File: src/rtl/vrased_reset_ctrl.sv
// vrased_reset_ctrl: recovery sequencer driven by the VRASED monitor's reset
// request. It holds the MSP430 core in reset and waits for the violation to
// clear. It then wipes data RAM one word per cycle while flagging clr_ram
// back to the monitor, and finally releases the core. The same sequence runs
// once after power-on because the reset state is HOLD.
module vrased_reset_ctrl #(
   parameter int HOLD_CYCLES = 4,
   parameter int CLR_CYCLES  = 256,
   parameter int RAM_AW      = 8
) (
   input  logic              clk,
   input  logic              reset_n,
   input  logic              viol_i,
   output logic              cpu_rst,
   output logic              clr_ram,
   output logic              ram_clr_we,
   output logic [RAM_AW-1:0] ram_clr_addr,
   output logic [15:0]       ram_clr_data,
   output logic              busy,
   output logic [7:0]        viol_cnt
);

   typedef enum logic [1:0] {
      ST_HOLD    = 2'd0,
      ST_CLEAR   = 2'd1,
      ST_RELEASE = 2'd2,
      ST_IDLE    = 2'd3
   } state_t;

   // Terminal counts, widened to the 16-bit counter so the compares use every counter bit.
   localparam logic [15:0] HOLD_LAST = 16'(HOLD_CYCLES - 1);
   localparam logic [15:0] CLR_LAST  = 16'(CLR_CYCLES - 1);

   state_t      state;
   state_t      state_nxt;
   logic [15:0] cnt;
   logic [15:0] cnt_nxt;
   logic        viol_q;

   // State register and shared hold/clear counter; reset lands in HOLD so power-on runs a full clear.
   always_ff @(posedge clk or negedge reset_n) begin
      if (!reset_n) begin
         state <= ST_HOLD;
         cnt   <= 16'd0;
      end else begin
         state <= state_nxt;
         cnt   <= cnt_nxt;
      end
   end

   // Next-state logic: any violation sends the FSM to HOLD with a fresh count, even on the final clear word.
   always_comb begin
      state_nxt = state;
      cnt_nxt   = cnt;
      case (state)
         ST_HOLD: begin
            if (viol_i) begin
               cnt_nxt = 16'd0;
            end else if (cnt == HOLD_LAST) begin
               state_nxt = ST_CLEAR;
               cnt_nxt   = 16'd0;
            end else begin
               cnt_nxt = cnt + 16'd1;
            end
         end
         ST_CLEAR: begin
            if (viol_i) begin
               state_nxt = ST_HOLD;
               cnt_nxt   = 16'd0;
            end else if (cnt == CLR_LAST) begin
               state_nxt = ST_RELEASE;
               cnt_nxt   = 16'd0;
            end else begin
               cnt_nxt = cnt + 16'd1;
            end
         end
         ST_RELEASE: begin
            state_nxt = viol_i ? ST_HOLD : ST_IDLE;
            cnt_nxt   = 16'd0;
         end
         ST_IDLE: begin
            state_nxt = viol_i ? ST_HOLD : ST_IDLE;
            cnt_nxt   = 16'd0;
         end
         default: begin
            state_nxt = ST_HOLD;
            cnt_nxt   = 16'd0;
         end
      endcase
   end

   // Moore output decode from the state and counter registers only, so viol_i never reaches an output combinationally.
   always_comb begin
      cpu_rst      = 1'b1;
      clr_ram      = 1'b0;
      ram_clr_we   = 1'b0;
      ram_clr_addr = '0;
      busy         = 1'b1;
      case (state)
         ST_HOLD: begin
            cpu_rst = 1'b1;
         end
         ST_CLEAR: begin
            clr_ram      = 1'b1;
            ram_clr_we   = 1'b1;
            ram_clr_addr = cnt[RAM_AW-1:0];
         end
         ST_RELEASE: begin
            cpu_rst = 1'b1;
         end
         ST_IDLE: begin
            cpu_rst = 1'b0;
            busy    = 1'b0;
         end
         default: begin
            cpu_rst = 1'b1;
         end
      endcase
   end

   // Clearing always writes zeros.
   assign ram_clr_data = 16'h0000;

   // Violation edge counter, saturating at 8'hFF; the power-on sequence has no edge and is not counted.
   always_ff @(posedge clk or negedge reset_n) begin
      if (!reset_n) begin
         viol_q   <= 1'b0;
         viol_cnt <= 8'd0;
      end else begin
         viol_q <= viol_i;
         if (viol_i && !viol_q && (viol_cnt != 8'hFF)) begin
            viol_cnt <= viol_cnt + 8'd1;
         end
      end
   end

endmodule
File: config.mk
export PLATFORM = sky130hd
export DESIGN_NAME = vrased_reset_ctrl
export DESIGN_NICKNAME = d
export VERILOG_FILES = /design/src/rtl/vrased_reset_ctrl.sv
export SDC_FILE = /design/constraint.sdc
export NUM_CORES = 1
export LEC_CHECK = 0
export BUFFER_PORTS_ARGS = -buffer_cell sky130_fd_sc_hd__buf_2
export CELL_PAD_IN_SITES_DETAIL_PLACEMENT = 0
export CELL_PAD_IN_SITES_GLOBAL_PLACEMENT = 2
export CORE_UTILIZATION = 28
export CTS_BUF_LIST = sky130_fd_sc_hd__clkbuf_16
export DETAILED_ROUTE_END_ITERATION = 8
export HOLD_SLACK_MARGIN = 0.02
export PLACE_DENSITY_LB_ADDON = 0.1
export SYNTH_ARGS = -nofsm -noshare
export SYNTH_HDL_FRONTEND = slang
export SYNTH_SLANG_ARGS = --single-unit
File: constraint.sdc
create_clock -name clk -period 2 [get_ports clk]
set_clock_uncertainty 0.15 [all_clocks]
set_input_delay 0.2 -clock clk [delete_from_list [all_inputs] [get_ports clk]]
set_output_delay 0.2 -clock clk [all_outputs]
set_load 0.01 [all_outputs]
==> flow_metrics.env <==
export IMPL_placedCellCount=250
export IMPL_totalWireLength_um=3150
export IMPL_row_count=26
export IMPL_clk_latency_ns=0.26
export IMPL_timing_rr_start="cnt[4]"
export IMPL_area_growth_pct=18.4
export IMPL_hold_path_class="input port to asynchronous set/reset pin"
export IMPL_setup_viol=0
export IMPL_synth_simple_gate_area_frac=0.267
export IMPL_clkSinkCount=27
export IMPL_antenna_found_initial=0
export IMPL_dp_hpwl_um=2380
export IMPL_routedWlPerCell_um=12.3
export IMPL_synth_cells=156
export IMPL_postLayoutCoreUtil=0.348
export IMPL_grt_max_degree=28
export IMPL_drt_iter0_drc=48
export IMPL_slowest_stage="dfrtp_1"
export IMPL_muxShareOfSynthArea=0.00741
export IMPL_cp_cell_sequence="nand4_2, or3_4, or4_4, a21oi_2"
export IMPL_die_y_um=75.7
export IMPL_cts_setup_buffers=0
export IMPL_cellLeakagePower_nw=0.862
export IMPL_drv_cap=0
export IMPL_ys_types=34
export IMPL_synth_fa_ha_area_frac=0.0165
export IMPL_grt_pass1_wl_um=4950
export IMPL_outcome="finished clean"
export IMPL_synth_compound_area_frac=0.0387
export IMPL_final_layout_size_suffix_gt1_frac=0.263
export IMPL_cp_slowest_stage_delay_ns=0.49
export IMPL_r2r_end="cnt[15]"
export IMPL_multi_input_area_um2=736
export IMPL_cts_root_buf="clkbuf_16"
export IMPL_instances_no_fill=256
export IMPL_rsz0062_at_grt="false"
export IMPL_fin_crit_ns=1.92
export IMPL_clkTransAtPathRegs_ns=0.07
export IMPL_antenna_left=0
export IMPL_grt_pass1_vias=971
export IMPL_powerDensity_nw_per_um2=975
export IMPL_synth_ff_latch_count=27
export IMPL_cts_buffers=3
export IMPL_gp_congestion=0.794
export IMPL_viasPerCell=4.43
export IMPL_final_seq_area_um2=676
export IMPL_cts_tree="done"
export IMPL_dr_total_vias=1134
export IMPL_pin_count=39
export IMPL_netlist_area_um2=1520
export IMPL_fillers=546
export IMPL_die_w_um=75.7
export IMPL_synth_top_area_frac=0.445
export IMPL_tightestPinTransition_ns=0.630
export IMPL_synth_area_leader_cell="dfrtp_1"
export IMPL_peakVddDrop_mv=0.458
export IMPL_route_detailed_drc=0
export IMPL_grt_overflow_total=0
export IMPL_grt_use_total=0.116
export IMPL_synth_area_leaders="dfrtp_1, buf_4, xor2_1, nor2_1, and2_1"
export IMPL_num_antenna_cells=0
export IMPL_synth_top_family_by_area="simple AND/OR/NAND/NOR gates"
export IMPL_cp_max_fo=6
export IMPL_start_util=0.294
export IMPL_tns_ns=0
export IMPL_cts_htree_levels=1
export IMPL_slew_headroom=0.580
export IMPL_synth_xor_area_share=0.110
export IMPL_end_kind="flop"
export IMPL_ff2ff_path_depth=4
export IMPL_ys_seq_area_frac=0.445
export IMPL_max_freq_ghz=0.521
export IMPL_port_buffer_count=22
export IMPL_critical_path_startpoint="cnt[4]"
export IMPL_design_core_area_um2=5170
export IMPL_nets=192
export IMPL_critPathLaunchType="flop"
export IMPL_critPathKind="flop to flop"
export IMPL_cp_arrival_ns=1.97
export IMPL_die_area_um2=5720
export IMPL_clockBufferDepth=2
export IMPL_finalHoldViolCount=0
export IMPL_regToRegSetupSlack_ns=0.08
export IMPL_period_share=0.960
export IMPL_avgSynthCellArea_um2=9.74
export IMPL_endpoint="cnt[15]"
export IMPL_drv_slew=0
export IMPL_synth_warning_count=0
export IMPL_cp_required_ns=2.04
export IMPL_drt_pass1_iter_count=4
[report_power, final]
group	internal (mW)	switching [mW]
combinational	0.228	0.295
sequential	0.640	0.125
clock	0.272	0.193
total	1.14	0.613
[logic make-up after synthesis]
logic type / count (synthesis)
xor+xnor: 19
simple gates: 73
buf+inv: 26
flops: 27
compound gates: 7
fa+ha+maj: 2
other cells: 1
mux: 1
[cell usage after synthesis, drive strengths merged]
library cell	number
dfrtp	27
buf	22
nor2	17
xor2	14
and2	9
nand3	9
nand4	9
nand2	6
and3	5
nor3	5
nor4	5
xnor2	5
inv	3
nor2b	3
a21oi	2
ha	2
a211oi	1
a31o	1
a32oi	1
and4	1
clkbuf	1
conb	1
mux2	1
nor3b	1
o21ai	1
o31ai	1
or2	1
or3	1
or4	1
[flip-flops by register name (all words and copies together) (netlist names)]
signal	flops
cnt	16
state	2
viol_cnt	8
viol_q	1
[area by class of cell]
class	count	share of cell area
Clock buffer	3	0.0418
Sequential cell	27	0.376
Tap cell	70	0.0487
Clock inverter	1	0.00418
Inverter	3	0.00626
Timing Repair Buffer	34	0.114
Multi-Input combinational cell	118	0.409
[cells in the final DEF, fill, tap and decap left out, drive strengths merged]
cell type    count
a211oi           1
a21oi            2
a31o             1
a32oi            1
and2             9
and3             5
and4             1
buf             32
clkbuf           3
clkinvlp         1
conb            16
dfrtp           27
dlygate4sd3      2
ha               2
inv              3
mux2             1
nand2            6
nand3            9
nand4            9
nor2            17
nor2b            3
nor3             5
nor3b            1
nor4             5
o21ai            1
o31ai            1
or2              1
or3              1
or4              1
xnor2            5
xor2            14
[worst max-delay path, delay by kind of cell (launching register included)]
kind / cells / cell delay (ns)
simple gates: 3 / 1.08
flops: 1 / 0.49
compound gates: 1 / 0.14
[metrics by stage]
step           cell area, um^2  power [mW]  hold WS (ns)  setup slack (ns)
2_1_floorplan             1580        1.11        -0.246             0.138
3_3_place_gp              1690        1.28         0.104            0.0708
3_5_place_dp              1690        1.30         0.113            0.0919
4_1_cts                   1790        1.78         0.350            0.0861
5_1_grt                   1800        1.88         0.379            0.0126
6_report                  1800        1.75         0.340            0.0791
[worst min-delay path by stage]
| stage | slack (ns) | depth (start not counted) | from | endpoint |
|---|---|---|---|---|
| floorplan | -0.25 | 0 | reset_n | cnt[0] |
| global placement | 0.10 | 1 | reset_n | cnt[4] |
| detailed placement | 0.11 | 1 | reset_n | cnt[6] |
| CTS | 0.35 | 1 | viol_cnt[7] | viol_cnt[7] |
| global route | 0.38 | 1 | viol_cnt[7] | viol_cnt[7] |
| finish | 0.34 | 2 | reset_n | cnt[6] |
[per-layer routing]
metal,up-vias,track usage,part of all wire
li1,562,-,-
met5,-,0,0
met4,0,0.0370,0.0070
met1,545,0.172,0.51
met2,25,0.174,0.45
met3,2,0.0159,0.034
[timing repair]
item | 4_1_cts | 5_1_grt
setup endpoints to repair | 0 | 13
resized for setup | 0 | 2
endpoints found under the hold margin | 28 | 0
hold buffers | 2 | 0
No activity file was read; power rests on OpenSTA's default activity.
